**src/rtl/ps2_dir_decoder_if.sv**
```systemverilog
// rtl/ps2_dir_decoder_if.sv - PS/2 byte input, direction state and key event queue signals
interface ps2_dir_decoder_if;
    logic       key_valid;
    logic [7:0] key_data;
    logic [1:0] dir;
    logic       dir_active;
    logic       evt_valid;
    logic [2:0] evt_data;
    logic       evt_ready;
    logic       overflow;
    logic       ovf_clr;

    modport master (
        output key_valid, key_data, evt_ready, ovf_clr,
        input  dir, dir_active, evt_valid, evt_data, overflow
    );

    modport slave (
        input  key_valid, key_data, evt_ready, ovf_clr,
        output dir, dir_active, evt_valid, evt_data, overflow
    );
endinterface

```
**src/rtl/ps2_dir_decoder.sv**
```systemverilog
// rtl/ps2_dir_decoder.sv - PS/2 scancode to held-direction register and key event queue
// Optional WASD_KEYS_EN: also decode non-extended W/S/A/D onto the arrow held bits.
module ps2_dir_decoder #(
    parameter int FIFO_DEPTH = 4
) (
    input logic             clock,
    input logic             resetn,
    ps2_dir_decoder_if.slave bus
);
    localparam int AW = $clog2(FIFO_DEPTH);
    localparam int CW = AW + 1;

    typedef enum logic [1:0] {IDLE, GOT_E0, GOT_F0, GOT_E0F0} state_t;

    state_t        state, state_nxt;
    logic          dec_en, dec_ext, dec_brk;
    logic          key_hit;
    logic [1:0]    key_idx;
    logic [3:0]    held, held_nxt;
    logic [1:0]    dir, dir_nxt;
    logic          push;
    logic [2:0]    push_data;

    logic [2:0]    mem [FIFO_DEPTH];
    logic [AW-1:0] wr_ptr, rd_ptr, wr_ptr_nxt, rd_ptr_nxt;
    logic [CW-1:0] count, count_nxt;
    logic [2:0]    evt_data, head_nxt;
    logic          overflow;
    logic          pop, full, wr_en, drop;

    always_comb begin
        state_nxt = state;
        dec_en    = 1'b0;
        dec_ext   = 1'b0;
        dec_brk   = 1'b0;
        if (bus.key_valid) begin
            case (state)
                IDLE: begin
                    if (bus.key_data == 8'hE0)      state_nxt = GOT_E0;
                    else if (bus.key_data == 8'hF0) state_nxt = GOT_F0;
                    else                            dec_en = 1'b1;
                end
                GOT_E0: begin
                    if (bus.key_data == 8'hF0)      state_nxt = GOT_E0F0;
                    else if (bus.key_data != 8'hE0) begin
                        dec_en    = 1'b1;
                        dec_ext   = 1'b1;
                        state_nxt = IDLE;
                    end
                end
                GOT_F0: begin
                    if (bus.key_data == 8'hE0)      state_nxt = GOT_E0F0;
                    else if (bus.key_data != 8'hF0) begin
                        dec_en    = 1'b1;
                        dec_brk   = 1'b1;
                        state_nxt = IDLE;
                    end
                end
                GOT_E0F0: begin
                    if (bus.key_data != 8'hE0 && bus.key_data != 8'hF0) begin
                        dec_en    = 1'b1;
                        dec_ext   = 1'b1;
                        dec_brk   = 1'b1;
                        state_nxt = IDLE;
                    end
                end
                default: state_nxt = IDLE;
            endcase
        end
    end

    // key_idx doubles as the dir encoding: 0 up, 1 down, 2 left, 3 right
    always_comb begin
        key_hit = 1'b0;
        key_idx = 2'b00;
        if (dec_en && dec_ext) begin
            case (bus.key_data)
                8'h75:   begin key_hit = 1'b1; key_idx = 2'd0; end
                8'h72:   begin key_hit = 1'b1; key_idx = 2'd1; end
                8'h6B:   begin key_hit = 1'b1; key_idx = 2'd2; end
                8'h74:   begin key_hit = 1'b1; key_idx = 2'd3; end
                default: key_hit = 1'b0;
            endcase
        end
`ifdef WASD_KEYS_EN
        if (dec_en && !dec_ext) begin
            case (bus.key_data)
                8'h1D:   begin key_hit = 1'b1; key_idx = 2'd0; end
                8'h1B:   begin key_hit = 1'b1; key_idx = 2'd1; end
                8'h1C:   begin key_hit = 1'b1; key_idx = 2'd2; end
                8'h23:   begin key_hit = 1'b1; key_idx = 2'd3; end
                default: key_hit = 1'b0;
            endcase
        end
`endif
    end

    always_comb begin
        held_nxt  = held;
        dir_nxt   = dir;
        push      = 1'b0;
        push_data = 3'b000;
        if (key_hit) begin
            if (!dec_brk) begin
                if (!held[key_idx]) begin
                    held_nxt[key_idx] = 1'b1;
                    dir_nxt           = key_idx;
                    push              = 1'b1;
                    push_data         = {1'b0, key_idx};
                end
            end else if (held[key_idx]) begin
                held_nxt[key_idx] = 1'b0;
                push              = 1'b1;
                push_data         = {1'b1, key_idx};
                // Fall back to the lowest still-held key when the active one is released
                if (key_idx == dir) begin
                    if (held_nxt[0])      dir_nxt = 2'd0;
                    else if (held_nxt[1]) dir_nxt = 2'd1;
                    else if (held_nxt[2]) dir_nxt = 2'd2;
                    else if (held_nxt[3]) dir_nxt = 2'd3;
                end
            end
        end
    end

    always_comb begin
        pop        = bus.evt_ready && (count != '0);
        full       = (count == CW'(FIFO_DEPTH));
        wr_en      = push && (!full || pop);
        drop       = push && full && !pop;
        wr_ptr_nxt = wr_en ? wr_ptr + 1'b1 : wr_ptr;
        rd_ptr_nxt = pop ? rd_ptr + 1'b1 : rd_ptr;
        case ({wr_en, pop})
            2'b10:   count_nxt = count + 1'b1;
            2'b01:   count_nxt = count - 1'b1;
            default: count_nxt = count;
        endcase
        // Head register is preloaded so evt_data is a flop, bypassing the entry being written
        head_nxt = evt_data;
        if (count_nxt != '0) begin
            if (wr_en && (wr_ptr == rd_ptr_nxt)) head_nxt = push_data;
            else                                 head_nxt = mem[rd_ptr_nxt];
        end
    end

    always_ff @(posedge clock or negedge resetn) begin
        if (!resetn) begin
            state    <= IDLE;
            held     <= 4'b0000;
            dir      <= 2'b00;
            wr_ptr   <= '0;
            rd_ptr   <= '0;
            count    <= '0;
            evt_data <= 3'b000;
            overflow <= 1'b0;
        end else begin
            state    <= state_nxt;
            held     <= held_nxt;
            dir      <= dir_nxt;
            wr_ptr   <= wr_ptr_nxt;
            rd_ptr   <= rd_ptr_nxt;
            count    <= count_nxt;
            evt_data <= head_nxt;
            if (drop)             overflow <= 1'b1;
            else if (bus.ovf_clr) overflow <= 1'b0;
        end
    end

    always_ff @(posedge clock) begin
        if (wr_en) mem[wr_ptr] <= push_data;
    end

    assign bus.dir        = dir;
    assign bus.dir_active = |held;
    assign bus.evt_valid  = (count != '0);
    assign bus.evt_data   = evt_data;
    assign bus.overflow   = overflow;
endmodule

```
**src/flat_wrapper.sv**
```systemverilog
// flat-port wrapper written by rule: the top's interface ports become plain ports
module ps2_dir_decoder_flat 
#(
    parameter int FIFO_DEPTH = 4
)
  (clock, resetn, bus_key_valid, bus_key_data, bus_evt_ready, bus_ovf_clr, bus_dir, bus_dir_active, bus_evt_valid, bus_evt_data, bus_overflow);
  ps2_dir_decoder_if bus_i ();
  input logic clock;
  input logic resetn;
  input wire logic [$bits(bus_i.key_valid)-1:0] bus_key_valid;
  input wire logic [$bits(bus_i.key_data)-1:0] bus_key_data;
  input wire logic [$bits(bus_i.evt_ready)-1:0] bus_evt_ready;
  input wire logic [$bits(bus_i.ovf_clr)-1:0] bus_ovf_clr;
  output wire logic [$bits(bus_i.dir)-1:0] bus_dir;
  output wire logic [$bits(bus_i.dir_active)-1:0] bus_dir_active;
  output wire logic [$bits(bus_i.evt_valid)-1:0] bus_evt_valid;
  output wire logic [$bits(bus_i.evt_data)-1:0] bus_evt_data;
  output wire logic [$bits(bus_i.overflow)-1:0] bus_overflow;
  assign bus_i.key_valid = bus_key_valid;
  assign bus_i.key_data = bus_key_data;
  assign bus_i.evt_ready = bus_evt_ready;
  assign bus_i.ovf_clr = bus_ovf_clr;
  assign bus_dir = bus_i.dir;
  assign bus_dir_active = bus_i.dir_active;
  assign bus_evt_valid = bus_i.evt_valid;
  assign bus_evt_data = bus_i.evt_data;
  assign bus_overflow = bus_i.overflow;
  ps2_dir_decoder #(.FIFO_DEPTH(FIFO_DEPTH)) u_core (.clock(clock), .resetn(resetn), .bus(bus_i));
endmodule
```
**config.mk**
```make
export PLATFORM = sky130hd
export DESIGN_NAME = ps2_dir_decoder_flat
export DESIGN_NICKNAME = d
export VERILOG_FILES = /design/src/rtl/ps2_dir_decoder_if.sv /design/src/rtl/ps2_dir_decoder.sv /design/src/flat_wrapper.sv
export SDC_FILE = /design/constraint.sdc
export NUM_CORES = 1
export LEC_CHECK = 0
export BUFFER_PORTS_ARGS = -buffer_cell sky130_fd_sc_hd__buf_2
export CAP_MARGIN = 20
export CORE_MARGIN = 5
export CORE_UTILIZATION = 30
export CTS_BUF_LIST = sky130_fd_sc_hd__clkbuf_8
export DETAILED_ROUTE_END_ITERATION = 16
export PLACE_DENSITY_LB_ADDON = 0.08
export SETUP_SLACK_MARGIN = 0.1
export SLEW_MARGIN = 10
export SYNTH_ARGS = -nofsm -noshare
export SYNTH_HDL_FRONTEND = slang
export SYNTH_SLANG_ARGS = --single-unit
```
**constraint.sdc**
```tcl
create_clock -name clock -period 3.8 [get_ports clock]
set_input_delay 0.57 -clock clock [delete_from_list [all_inputs] [get_ports clock]]
set_output_delay 0.57 -clock clock [all_outputs]
set_load 0.005 [all_outputs]
```
==> run metrics <==
final wirelength 4790 um; ys async rst share 61.3%; Mapped Avg Cell Area 10.4 sq um; largest family of logic cells by synthesized area simple AND/OR/NAND/NOR gates; final hold violation count 0; Clk pin slew, worst setup/hold paths roughly 70 ps; FMAX 285 MHz; CP Class in -> reg; Clock Latency Late Sink between 200 and 300 ps; Tmin final roughly 3500 ps; Rel. slew slack roughly half; hold slack roughly 240 ps; htree depth 2; run status finished clean; Post-Synth Adder-Cell Area roughly 4%; crit path DAT 3680 ps; Hold Path Class in -> async; largest net degree at the start of global routing 20; Yosys reg bits 31; number of flops mapped to enable cells by yosys 12; crit-path max FO 4; pwr dens roughly 480 nW/um^2; # setup viols final 0; Initial DRT Pass Iterations 4; share of cells above drive strength 1 approximately a third; antenna-violating nets left 0; vias approximately 1600; final instance area approximately 2500 sq um; Die Y 91.9 um; post-CTS setup buffers 0; max incr delay on CP between 300 and 400 ps; vias in the first global route roughly 1600; dpl hpwl about 3700 um; RSZ-0062 raised after global routing false; required time worst endpoint 3960 ps; cell family with most CP delay compound AO/OA/AOI/OAI gates; gpl congestion about 0.9; I/O pin count 21; fin crit share between 90 and 100%; post-synthesis simple-gate area fraction 18.1%; clock skew ~5.3 ps; Synth Area in Compound Gates between 10% and 20%; syn nets 213; Final Max Tran Viols 0; critical path buffer and inverter count 1; full die area 8440 sq um; Placed Cells 307; post-synthesis sequential area ratio between 40% and 50%; DR vias/cell roughly 5.1; initial antenna violation count 0; Synthesis Warnings 0; worst-margin pin slew around 750 ps; CTS buffer count 5; CP max stage cell fa_2; Total Power around 1.2 mW; Finished Layout Cells between 300 and 400; MaxCap Viol Count 0; Post-Synthesis Cells ~190; Setup crit start kind input port; Chip Width roughly 92 um; first-pass GRT wire length slightly above 8000 um; Post-Synth XOR/XNOR Area about 7.3%; Placement Setup Slack -109 ps; # DRC 0; Finished Core Util 38.3%; synth unique cells 56; Pleak ~1.0 nW; Final WS setup about 290 ps; GR Overflow Total 0; CTS Buffer Depth 2; diodes inserted 0; maximum VDD drop roughly 0.14 mV; synthesized area around 2000 sq um; GRT Util Overall about an eighth; TritonCTS clock tree done; internal reg-to-reg setup slack approximately 700 ps; Initial Utilization a little under a third; FP Rows 29; Cell Chain, Critical Path buf_2 > or2b_2 > or2_2 > a21oi_2 > nor2_1 > a21oi_2 > ha_4 > a211oi_4 > nor2_4 > fa_2 > xor2_1 > xnor2_1 > a41oi_1 > o21ai_2 > mux2_2; Starting DRT DRC Count 77; CP Capture Type flip-flop; wire per inst 15.2 um; post-place instance area 2370 sq um; CP most frequent cell a21oi_2; clk sinks 31; final net count ~260; TNS Setup 0 ps; top_reg_cell synth dfrtp_1; Area growth, synth to finish 22.3%; core box area 6420 sq um; mux contribution to synthesized area ~8%; clk root buf clkbuf_8; port bufs 20
layer usage:
| layer | track usage (%) | up-vias | wire length [um] |
|---|---|---|---|
| met3 | 3.03 | 5 | 177 |
| li1 | - | 806 | - |
| met4 | 3.71 | 0 | 61 |
| met1 | 16.2 | 765 | 2360 |
| met2 | 19.0 | 28 | 2190 |
| met5 | 0 | - | 0 |
cell families after synthesis:
kind of cell | Yosys count
buffers and inverters | 19
AO/OA/AOI/OAI | 48
AND/OR/NAND/NOR | 65
flip-flops | 31
XOR/XNOR | 13
adder cells (fa/ha/maj) | 6
multiplexers | 12
worst paths after layout:
kind | from | end | cells after the start
worst max-delay path | bus_key_data[2] | u_core.bus.evt_data[2] | 15
worst min-delay path | resetn | asynchronous set/reset pin | 1
worst max register to register | flip-flop | u_core.bus.evt_data[2] | 12
worst min register to register | u_core.bus.evt_data[1] | u_core.bus.evt_data[1] | 1
max in group asynchronous | resetn | u_core.bus.evt_data[0] | 1
min in group clock | bus_ovf_clr | u_core.bus.overflow | 2
final cells by class:
type / instances / area (sq um)
fillers: 667 / 3960
multi-input cells: 144 / 1130
flip-flops and latches: 31 / 836
repair buffers: 42 / 265
well taps: 77 / 96.3
clock buffers: 5 / 68.8
inverters: 13 / 48.8
clock inverters: 3 / 12.5
cells in the final DEF, fill, tap and decap left out, types with 2 or more instances in the layout:
| cell type | netlist | routed |
|---|---|---|
| a41oi_1 | 2 | 2 |
| inv_1 | 12 | 13 |
| a31oi_1 | 3 | 3 |
| mux2i_1 | 2 | 2 |
| nand2_1 | 10 | 10 |
| edfxtp_1 | 12 | 12 |
| a21oi_2 | 0 | 2 |
| nand3b_1 | 3 | 3 |
| a21oi_1 | 13 | 11 |
| or4_1 | 3 | 3 |
| and2_1 | 4 | 4 |
| ha_1 | 5 | 4 |
| nor3_1 | 4 | 4 |
| o31ai_1 | 3 | 3 |
| buf_4 | 0 | 22 |
| o21a_1 | 2 | 2 |
| or3b_1 | 2 | 2 |
| clkbuf_8 | 2 | 5 |
| buf_2 | 0 | 20 |
| or2b_2 | 2 | 2 |
| nor3b_1 | 2 | 2 |
| mux2_2 | 6 | 6 |
| o21ai_0 | 8 | 6 |
| dfrtp_1 | 19 | 19 |
| mux2_4 | 2 | 2 |
| mux4_2 | 2 | 2 |
| o211ai_1 | 5 | 5 |
| o21ai_1 | 1 | 2 |
| nand3_1 | 7 | 7 |
| nor2_1 | 16 | 15 |
| xnor2_1 | 6 | 6 |
| or2_2 | 3 | 3 |
| xor2_1 | 5 | 5 |
synthesized netlist by cell type, drive strengths merged (2+ instances only):
master	count	area [sq um]
a31oi	3	18.8
edfxtp	12	360
xnor3	2	50.1
xor2	5	43.8
a21oi	13	65.1
or2b	2	17.5
nor2	16	60.1
a41oi	2	17.5
o21a	2	15.0
clkbuf	6	43.8
or3b	3	26.3
mux4	2	45.0
or2	4	27.5
nand3b	3	22.5
mux2i	2	20.0
nand3	7	35.0
nor3	4	20.0
o31ai	3	22.5
mux2	8	97.6
o21ai	9	45.0
nor3b	2	15.0
or4	3	22.5
inv	13	48.8
ha	5	62.6
nand2	10	37.5
xnor2	6	52.6
o211ai	5	37.5
dfrtp	19	475
and2	5	32.5
what timing repair did:
item,CTS,global route
gates resized for setup,0,2
hold endpoints to repair,0,0
endpoints found under the setup margin,0,3
hold buffers,0,0
where the power goes:
| group | switching, mW | internal, mW |
|---|---|---|
| Combinational | 0.213 | 0.264 |
| Clock | 0.125 | 0.123 |
| Sequential | 0.0624 | 0.390 |
(Power assumes the default switching activity.)
